--- src/rtl/mips_decls_p.sv ---
// Shared encodings for the multi-cycle MIPS controller: opcodes, FSM states,
// ALU operation selects and the bundled control word driven by mainfsm.
package mips_decls_p;

    // Instruction opcode field, instr[31:26]
    typedef logic [5:0] opcode_t;

    localparam opcode_t OP_RTYPE = 6'b000000;
    localparam opcode_t OP_J     = 6'b000010;
    localparam opcode_t OP_BEQ   = 6'b000100;
    localparam opcode_t OP_ADDI  = 6'b001000;
    localparam opcode_t OP_LW    = 6'b100011;
    localparam opcode_t OP_SW    = 6'b101011;

    // Main controller states; 12 used codes, the remaining 4 fall to the default arm
    typedef enum logic [3:0] {
        FETCH   = 4'd0,
        DECODE  = 4'd1,
        MEMADR  = 4'd2,
        MEMRD   = 4'd3,
        MEMWB   = 4'd4,
        MEMWR   = 4'd5,
        RTYPEEX = 4'd6,
        RTYPEWB = 4'd7,
        BEQEX   = 4'd8,
        ADDIEX  = 4'd9,
        ADDIWB  = 4'd10,
        JEX     = 4'd11
    } statetype_t;

    // ALU operation class handed to the ALU decoder (2'b11 is reserved)
    typedef enum logic [1:0] {
        ALUOP_ADD   = 2'b00,
        ALUOP_SUB   = 2'b01,
        ALUOP_FUNCT = 2'b10
    } aluop_t;

    // Datapath mux selects
    localparam logic [1:0] SRCB_B      = 2'b00;
    localparam logic [1:0] SRCB_FOUR   = 2'b01;
    localparam logic [1:0] SRCB_IMM    = 2'b10;
    localparam logic [1:0] SRCB_IMMSH  = 2'b11;

    localparam logic [1:0] PCSRC_ALU    = 2'b00;
    localparam logic [1:0] PCSRC_ALUOUT = 2'b01;
    localparam logic [1:0] PCSRC_JUMP   = 2'b10;

    // Everything the FSM drives into the datapath, as one word
    typedef struct packed {
        logic       memwrite;
        logic       irwrite;
        logic       regwrite;
        logic       pcwrite;
        logic       branch;
        logic       iord;
        logic       memtoreg;
        logic       regdst;
        logic       alusrca;
        logic [1:0] alusrcb;
        logic [1:0] pcsrc;
        logic [1:0] aluop;
    } ctrl_t;

    // True for opcodes the controller knows how to sequence
    function automatic logic is_supported_op(input opcode_t op);
        case (op)
            OP_LW, OP_SW, OP_RTYPE, OP_BEQ, OP_ADDI, OP_J: is_supported_op = 1'b1;
            default:                                       is_supported_op = 1'b0;
        endcase
    endfunction

endpackage

--- src/rtl/mainfsm.sv ---
// Multi-cycle MIPS main controller. Sequences fetch/decode/execute/memory/
// writeback and drives datapath enables, mux selects and the ALU op class.
// Outputs are decoded from the state register only; the single exception is
// badop, which also looks at the opcode, but that comes straight from the IR
// which is frozen after FETCH, so it is just as glitch-free as a state decode.
module mainfsm
    import mips_decls_p::*;
(
    input  logic       clk,
    input  logic       reset,
    input  logic [5:0] opcode,
    output logic       memwrite,
    output logic       irwrite,
    output logic       regwrite,
    output logic       pcwrite,
    output logic       branch,
    output logic       iord,
    output logic       memtoreg,
    output logic       regdst,
    output logic       alusrca,
    output logic [1:0] alusrcb,
    output logic [1:0] pcsrc,
    output logic [1:0] aluop,
    output logic       badop
);

    statetype_t state_q, state_d;
    ctrl_t      ctrl;

    // State register; reset aborts any in-flight instruction back to FETCH
    always_ff @(posedge clk) begin
        if (reset) state_q <= FETCH;
        else       state_q <= state_d;
    end

    // Next-state: opcode only matters in DECODE (dispatch) and MEMADR (LW vs SW)
    always_comb begin
        state_d = FETCH;
        case (state_q)
            FETCH:   state_d = DECODE;
            DECODE: begin
                case (opcode)
                    OP_LW, OP_SW: state_d = MEMADR;
                    OP_RTYPE:     state_d = RTYPEEX;
                    OP_BEQ:       state_d = BEQEX;
                    OP_ADDI:      state_d = ADDIEX;
                    OP_J:         state_d = JEX;
                    default:      state_d = FETCH;
                endcase
            end
            MEMADR:  state_d = (opcode == OP_LW) ? MEMRD : MEMWR;
            MEMRD:   state_d = MEMWB;
            MEMWB:   state_d = FETCH;
            MEMWR:   state_d = FETCH;
            RTYPEEX: state_d = RTYPEWB;
            RTYPEWB: state_d = FETCH;
            BEQEX:   state_d = FETCH;
            ADDIEX:  state_d = ADDIWB;
            ADDIWB:  state_d = FETCH;
            JEX:     state_d = FETCH;
            default: state_d = FETCH;
        endcase
    end

    // Output decode: start from all-zero so unlisted signals and stray codes stay quiet
    always_comb begin
        ctrl = '0;
        case (state_q)
            FETCH: begin
                ctrl.iord    = 1'b0;
                ctrl.alusrca = 1'b0;
                ctrl.alusrcb = SRCB_FOUR;
                ctrl.aluop   = ALUOP_ADD;
                ctrl.pcsrc   = PCSRC_ALU;
                ctrl.irwrite = 1'b1;
                ctrl.pcwrite = 1'b1;
            end
            DECODE: begin
                // Precompute the branch target while the register file is read
                ctrl.alusrca = 1'b0;
                ctrl.alusrcb = SRCB_IMMSH;
                ctrl.aluop   = ALUOP_ADD;
            end
            MEMADR: begin
                ctrl.alusrca = 1'b1;
                ctrl.alusrcb = SRCB_IMM;
                ctrl.aluop   = ALUOP_ADD;
            end
            MEMRD: begin
                ctrl.iord = 1'b1;
            end
            MEMWB: begin
                ctrl.regdst   = 1'b0;
                ctrl.memtoreg = 1'b1;
                ctrl.regwrite = 1'b1;
            end
            MEMWR: begin
                ctrl.iord     = 1'b1;
                ctrl.memwrite = 1'b1;
            end
            RTYPEEX: begin
                ctrl.alusrca = 1'b1;
                ctrl.alusrcb = SRCB_B;
                ctrl.aluop   = ALUOP_FUNCT;
            end
            RTYPEWB: begin
                ctrl.regdst   = 1'b1;
                ctrl.memtoreg = 1'b0;
                ctrl.regwrite = 1'b1;
            end
            BEQEX: begin
                // PC takes ALUOut (target from DECODE) only if the compare is zero
                ctrl.alusrca = 1'b1;
                ctrl.alusrcb = SRCB_B;
                ctrl.aluop   = ALUOP_SUB;
                ctrl.pcsrc   = PCSRC_ALUOUT;
                ctrl.branch  = 1'b1;
            end
            ADDIEX: begin
                ctrl.alusrca = 1'b1;
                ctrl.alusrcb = SRCB_IMM;
                ctrl.aluop   = ALUOP_ADD;
            end
            ADDIWB: begin
                ctrl.regdst   = 1'b0;
                ctrl.memtoreg = 1'b0;
                ctrl.regwrite = 1'b1;
            end
            JEX: begin
                ctrl.pcsrc   = PCSRC_JUMP;
                ctrl.pcwrite = 1'b1;
            end
            default: ctrl = '0;
        endcase
    end

    assign memwrite = ctrl.memwrite;
    assign irwrite  = ctrl.irwrite;
    assign regwrite = ctrl.regwrite;
    assign pcwrite  = ctrl.pcwrite;
    assign branch   = ctrl.branch;
    assign iord     = ctrl.iord;
    assign memtoreg = ctrl.memtoreg;
    assign regdst   = ctrl.regdst;
    assign alusrca  = ctrl.alusrca;
    assign alusrcb  = ctrl.alusrcb;
    assign pcsrc    = ctrl.pcsrc;
    assign aluop    = ctrl.aluop;

    // Unsupported opcode flag, visible for the single DECODE cycle
    assign badop = (state_q == DECODE) && !is_supported_op(opcode);

endmodule

--- config.mk ---
export PLATFORM = sky130hd
export DESIGN_NAME = mainfsm
export DESIGN_NICKNAME = d
export VERILOG_FILES = /design/src/rtl/mips_decls_p.sv /design/src/rtl/mainfsm.sv
export SDC_FILE = /design/constraint.sdc
export NUM_CORES = 1
export LEC_CHECK = 0
export ABC_AREA = 1
export CORE_AREA = 3 3 40 42
export CTS_BUF_LIST = sky130_fd_sc_hd__clkbuf_4
export DETAILED_ROUTE_END_ITERATION = 8
export DIE_AREA = 0 0 43 45
export GPL_ROUTABILITY_DRIVEN = 0
export PLACE_DENSITY = 0.8
export SYNTH_ARGS = -nofsm -noshare
export SYNTH_HDL_FRONTEND = slang
export SYNTH_SLANG_ARGS = --single-unit
--- constraint.sdc ---
create_clock -name clk -period 1.9 [get_ports clk]
set_clock_uncertainty 0.15 [all_clocks]
set_input_delay 0.285 -clock clk [delete_from_list [all_inputs] [get_ports clk]]
set_output_delay 0.285 -clock clk [all_outputs]
set_load 0.005 [all_outputs]
==> reports/results.tsv, run 1 <==
metric	value	unit
Core Area	1285	sq um
Die W	43	um
RSZ-0062 raised after global routing	no	
final core occ	0.6806	
vias in the first global route	510	
Int Pwr	0.2042	mW
final instance area	874.6	sq um
synthesized cell area	462.9	sq um
Port-buffer cells	23	
drt pass-1 iters	4	
overall routing resource usage	0.1290	
post-synthesis cell type count	15	
CP Data Required Time	1.46	ns
Syn Inst Count	85	
Max Fclk	0.5427	GHz
slowest CP cell	clkdlybuf4s50_1	
Net Count, Synth	93	
most frequent cell after synthesis	nor2_1	
max reg flops	4	
H-tree Lvls	1	
top_reg_cell synth	dfxtp_1	
# IOs	24	
Ys Warns	0	
placed instance count	126	
Leak	0.5270	nW
TritonCTS clock tree	yes	
Nets	126	
worst vdd ir	0.0002565	V
Routed WL per cell	9.840	um
Longest Clk Path Bufs	2	
die height	45	um
CP cell instances	inv_2, nand2_4, nor2_4, clkdlybuf4s50_1	
combinational share of power	0.332	
Net Sw Frac	0.2747	
first-pass GRT wire length	1980	um
main area contributors after synthesis	nor2_1, dfxtp_1, nand3_1, nand2_1, inv_1	
Clock Power Share	0.345	
Slew Limit Fails	0	
Setup Crit Path Kind	reg2out	
switching pwr	0.07734	mW
n_diodes	0	
Row Count	13	
Final Setup Violations	0	
initial antenna violation count	0	
die area	1935	sq um
vias per inst	4.702	
startpoint types	flop	
HP Class	reg2reg	
Sequential Power Share	0.322	
Power Total	0.2815	mW
Final Cycle Share	0.9698	
Synth area leader	nor2_1	
Hold-fix buffers, CTS	0	
multi-input combinational cell area	390.4	sq um
drt first-iter violations	7	
clk_lat worst skew	0.22	ns
share of the synthesized area in the top cell type	0.2270	
share of synthesized registers carrying an async set or reset	0	
post-route ant nets	0	
WL final	1289	um
Crit. End Element	output pin	
sequential share of the synthesized area	0.1730	
dpl hpwl	974.9	um
residual overflow from global routing	0	
Layout fillers	117	
share of layout cells above drive strength 1	0.3276	
Synth top cells by count	nor2_1, nand2_1, inv_1, nand3_1, dfxtp_1	
worst slew pin tran	0.2113	ns
CP max stage delay	0.51	ns
Pwr Density	321.9	nW/um^2
Layout Cells excl Fill	131	
CTS Sinks	4	
status	completed	
Post-synth EDFFs	0	
Final min period	1.843	ns
Final Hold Fails	0	
P&R area growth vs syn	88.92	%
largest net degree at the start of global routing	8	
final hold slack	0.3974	ns
synthesized area per cell	5.446	sq um
dpl cell area	734.5	sq um
drc violations	0	
worst-path maximum fanout	6	
# Max-Cap Violations	0	
Synth Register Bits	4	
CTS clk-pin slew, worst paths	0.03	ns
Num CTS Buffers	3	
biggest regs	state_q: 4 flops	
Biggest register	state_q	
Starting Density	0.3603	
crit path DAT	1.41	ns
Max-slew headroom	0.8589	
Seq. cell area	87.58	sq um
Root Buffer	clkbuf_4	
routed vias	616	
[critical path, delay by kind of cell, from the launching register on]
family	cells	cell delay, ns
DFF	1	0.35
buffers and inverters	2	0.62
and+or+nand+nor	2	0.21
[repair_timing]
item                                    in CTS  in global routing
cloned                                       0                  0
hold endpoints to repair                     0                  0
resized for setup                           17                 22
pin swaps                                    2                  3
endpoints found under the setup margin       9                  7
setup buffers                                0                  2
[power groups by stage]
stage                     combinational (mW)  clock, mW  sequential (mW)
final                                 0.0935     0.0973           0.0908
after global routing                   0.103      0.105           0.0911
after CTS                             0.0874      0.102           0.0905
after detailed placement              0.0847          0           0.0914
after global placement                0.0836          0           0.0913
after floorplan                       0.0357          0           0.0910
[kinds of logic (layout without fill, tap and decap cells)]
kind of cell | Yosys count | after routing | synth area share
compound gates | 8 | 8 | 0.09187
flops | 4 | 4 | 0.1730
simple gates | 59 | 59 | 0.6054
buf+inv | 14 | 45 | 0.1297
[placed cells by master (no fill, tap or decap), types with 3 or more instances in the layout]
master	netlist	final
o21ai_0	3	3
nor2_4	0	4
buf_4	2	7
nand2_1	12	10
clkdlybuf4s50_1	0	10
nor2_2	2	7
a21oi_1	3	3
inv_1	10	9
nand3_1	10	7
dfxtp_2	0	3
nor2_1	28	19
clkbuf_4	0	3
dlymetal6s2s_1	0	11
nand2_2	2	3
nand3_2	0	3
nand2_4	2	3
[final timing paths]
| check | startpoint | endpoint | slack [ns] | cells after the start |
|---|---|---|---|---|
| setup reg to reg | state_q[1]$_SDFF_PP0_ | state_q[2]$_SDFF_PP0_ | 0.63 | 8 |
| setup / recovery | state_q[2]$_SDFF_PP0_ | pcsrc[0] | 0.06 | 4 |
| hold / removal | state_q[3]$_SDFF_PP0_ | state_q[3]$_SDFF_PP0_ | 0.40 | 2 |
| hold reg to reg | state_q[3]$_SDFF_PP0_ | state_q[3]$_SDFF_PP0_ | 0.40 | 2 |
[metrics by stage]
stage,TNS [ns],setup WS [ns]
floorplan,0,0.5650
global placement,-0.2266,-0.2266
detailed placement,-0.2635,-0.2635
CTS,-0.1363,-0.06071
global route,0,0.005362
finish,0,0.05733
[area by class of cell]
type / count / share of cell area
Multi-Input combinational cell: 67 / 0.4464
Timing Repair Buffer: 30 / 0.3519
Sequential cell: 4 / 0.1001
Inverter: 12 / 0.05436
Clock buffer: 3 / 0.02575
Tap cell: 15 / 0.02146
[metal layers]
layer	wire, um	global-route usage	vias up
met4	0	0.03614	0
met2	663	0.2335	15
li1	-	-	333
met3	74	0.01195	0
met1	550	0.1635	268
met5	0	0	-
Power figures use the tool's default switching activity.
==> run 2: changes to the inputs <==
==> constraint.sdc (replaced) <==
create_clock -name clk -period 2.2 [get_ports clk]
set_clock_uncertainty 0.15 [all_clocks]
set_input_delay 0.33 -clock clk [delete_from_list [all_inputs] [get_ports clk]]
set_output_delay 0.33 -clock clk [all_outputs]
set_load 0.005 [all_outputs]
==> run 2 against run 1 <==
Compared with the run above:
- first-iteration DRC count is 29% higher
- clock power fell by 3.9%
- die area did not move
- critical endpoint is now alusrca
- critical path type unchanged
- largest power group unchanged
- non-clock buffer count shrank 3
- critical path depth up 2
- highest routed layer is now met4
- global-route usage increased by 1.2 points
- total power fell by 14%
- hold slack better by 0.023 ns
- sequential cell count is the same
- routed wire length down 4.2%
- setup slack better by 0.060 ns
==> reports/results.tsv, run 2 (synthesis results as in run 1) <==
metric	value	unit	change
# IOs	24		unchanged
Layout Cells excl Fill	128		-2.3%
commonest non-fill, non-tap cell in the layout	nor2_1		
first-pass GRT wire length	2125	um	+7.3%
drc violations	0		unchanged
P&R area growth vs syn	64.32	%	
dpl hpwl	987.1	um	+1.3%
Nets	123		-2.4%
Layout fillers	131		+12%
Leak	0.3636	nW	-31%
final hold slack	0.4200	ns	+0.02256 ns
biggest regs	state_q: 4 flops		
Max-slew headroom	0.8497		-0.009224
Hold Path End	state_q[3]$_SDFF_PP0_		
routed vias	616		unchanged
Crit. End Element	output pin		
initial antenna violation count	0		unchanged
most frequent cells in the layout	nor2_1, clkdlybuf4s50_1, nand2_1		
Port-buffer cells	23		unchanged
r2r endpoint	state_q[3]$_SDFF_PP0_		
TritonCTS clock tree	yes		
Final Setup Violations	0		unchanged
Slew Limit Fails	0		unchanged
Biggest register	state_q		
Int Pwr	0.1747	mW	-14%
Seq. cell area	80.08	sq um	-8.6%
Clock Power Share	0.385		+0.040
residual overflow from global routing	0		unchanged
Pwr Density	319.0	nW/um^2	-0.89%
reg2reg start	state_q[0]$_SDFF_PP0_		
overall routing resource usage	0.1407		+0.01176
CTS clk-pin slew, worst paths	0.04	ns	about the same
HP Start	state_q[3]$_SDFF_PP0_		
final core occ	0.5920		-0.08861
Final Hold Fails	0		unchanged
drt first-iter violations	9		+2
Final Cycle Share	0.9465		
vias per inst	4.813		+2.3%
H-tree Lvls	1		unchanged
die area	1935	sq um	unchanged
startpoint types	flop		
CTS Sinks	4		unchanged
drt pass-1 iters	4		unchanged
WL final	1235	um	-4.2%
switching pwr	0.06803	mW	-12%
Routed WL per cell	9.648	um	-1.9%
worst slew pin tran	0.2251	ns	+0.01387 ns
RSZ-0062 raised after global routing	yes		
Net Sw Frac	0.2803		+0.005628
placed instance count	125		-0.79%
die height	45	um	unchanged
Starting Density	0.3603		unchanged
# Max-Cap Violations	0		unchanged
Final min period	2.082	ns	
crit path DAT	1.60	ns	+0.19 ns
Setup Crit Path Kind	reg2out		
CP Data Required Time	1.72	ns	+0.26 ns
Row Count	13		unchanged
status	completed		
Sequential Power Share	0.322		about the same
r2r setup slk	0.93	ns	+0.30 ns
Root Buffer	clkbuf_4		
n_diodes	0		unchanged
Max Fclk	0.4802	GHz	
post-route ant nets	0		unchanged
Die W	43	um	unchanged
multi-input combinational cell area	335.3	sq um	-14%
max reg flops	4		unchanged
worst-path maximum fanout	6		unchanged
Core Area	1285	sq um	unchanged
vias in the first global route	539		+5.7%
worst vdd ir	0.0003250	V	+27%
worst reg-to-reg path cell count	7		-1
Longest Clk Path Bufs	2		unchanged
number of cells on the worst hold path	2		unchanged
clk_lat worst skew	0.24	ns	+0.02 ns
Num CTS Buffers	3		unchanged
share of layout cells above drive strength 1	0.1858		-0.1417
post-CTS setup buffer count	0		unchanged
combinational share of power	0.293		-0.039
HP Class	reg2reg		
largest net degree at the start of global routing	8		unchanged
run 2: cell types whose count changed in the layout (fill, tap and decap cells not counted), moves of 3 or more:
cell	change
buf_4	-3
clkdlybuf4s50_1	+12
dfxtp_1	+4
dlymetal6s2s_1	-11
dfxtp_2	-3
nor2_4	-4
nand3_2	-3
nor2_1	+4
nand3_1	+3
run 2: power by group through the flow:
stage | clock network (mW) | registers [mW] | logic [mW]
3_3_place_gp | 0 | 0.0789 | 0.0698
4_1_cts | 0.0959 | 0.0778 | 0.0711
3_5_place_dp | 0 | 0.0789 | 0.0709
5_1_grt | 0.0985 | 0.0784 | 0.0792
6_report | 0.0935 | 0.0781 | 0.0711
2_1_floorplan | 0 | 0.0786 | 0.0308
run 2: how the worst max path moves through the flow:
stage                                from       end  slack [ns]  depth (start not counted)
finish              state_q[2]$_SDFF_PP0_   alusrca        0.12                          6
global route        state_q[0]$_SDFF_PP0_  regwrite      -0.006                          5
CTS                 state_q[2]$_SDFF_PP0_   alusrca        0.05                          6
detailed placement              opcode[1]     badop       -0.04                          6
global placement                opcode[1]     badop       -0.01                          6
floorplan           state_q[2]$_SDFF_PP0_  aluop[0]        0.82                          4
run 2: through the flow:
step	worst slack, ns	power, mW	TNS [ns]	area, sq um
finish	0.1176	0.2427	0	760.7
floorplan	0.8200	0.1094	0	462.9
global route	-0.005575	0.2560	-0.005575	760.7
detailed placement	-0.04478	0.1498	-0.04478	726.9
CTS	0.04758	0.2447	0	753.2
global placement	-0.01456	0.1487	-0.01456	726.9
run 2: area by class of cell:
type	count	share of cell area
inverter	12	0.05921
multi-input combinational	67	0.4408
tap	15	0.02467
timing repair buffer	27	0.3405
clock buffer	3	0.02961
sequential	4	0.1053
run 2: metal layers:
metal / vias to the layer above / part of all wire / track usage
li1: 324 / - / -
met1: 272 / 0.46 / 0.1855
met2: 18 / 0.47 / 0.2305
met3: 2 / 0.056 / 0.02390
met4: 0 / 0.014 / 0.05422
met5: - / 0 / 0
run 2: repair_timing:
action,CTS,global route
setup endpoints to repair,1,2
pin swaps,0,0
gates resized for setup,3,3
hold buffers,0,0
cloned,0,0
run 2: critical path, stage by stage, from the launching register on:
cell and delay [ns]:
dfxtp_1 0.36, inv_2 0.12, nand2_2 0.10, nor2_2 0.17, nor2_1 0.06, nand2_1 0.06, clkdlybuf4s50_1 0.49
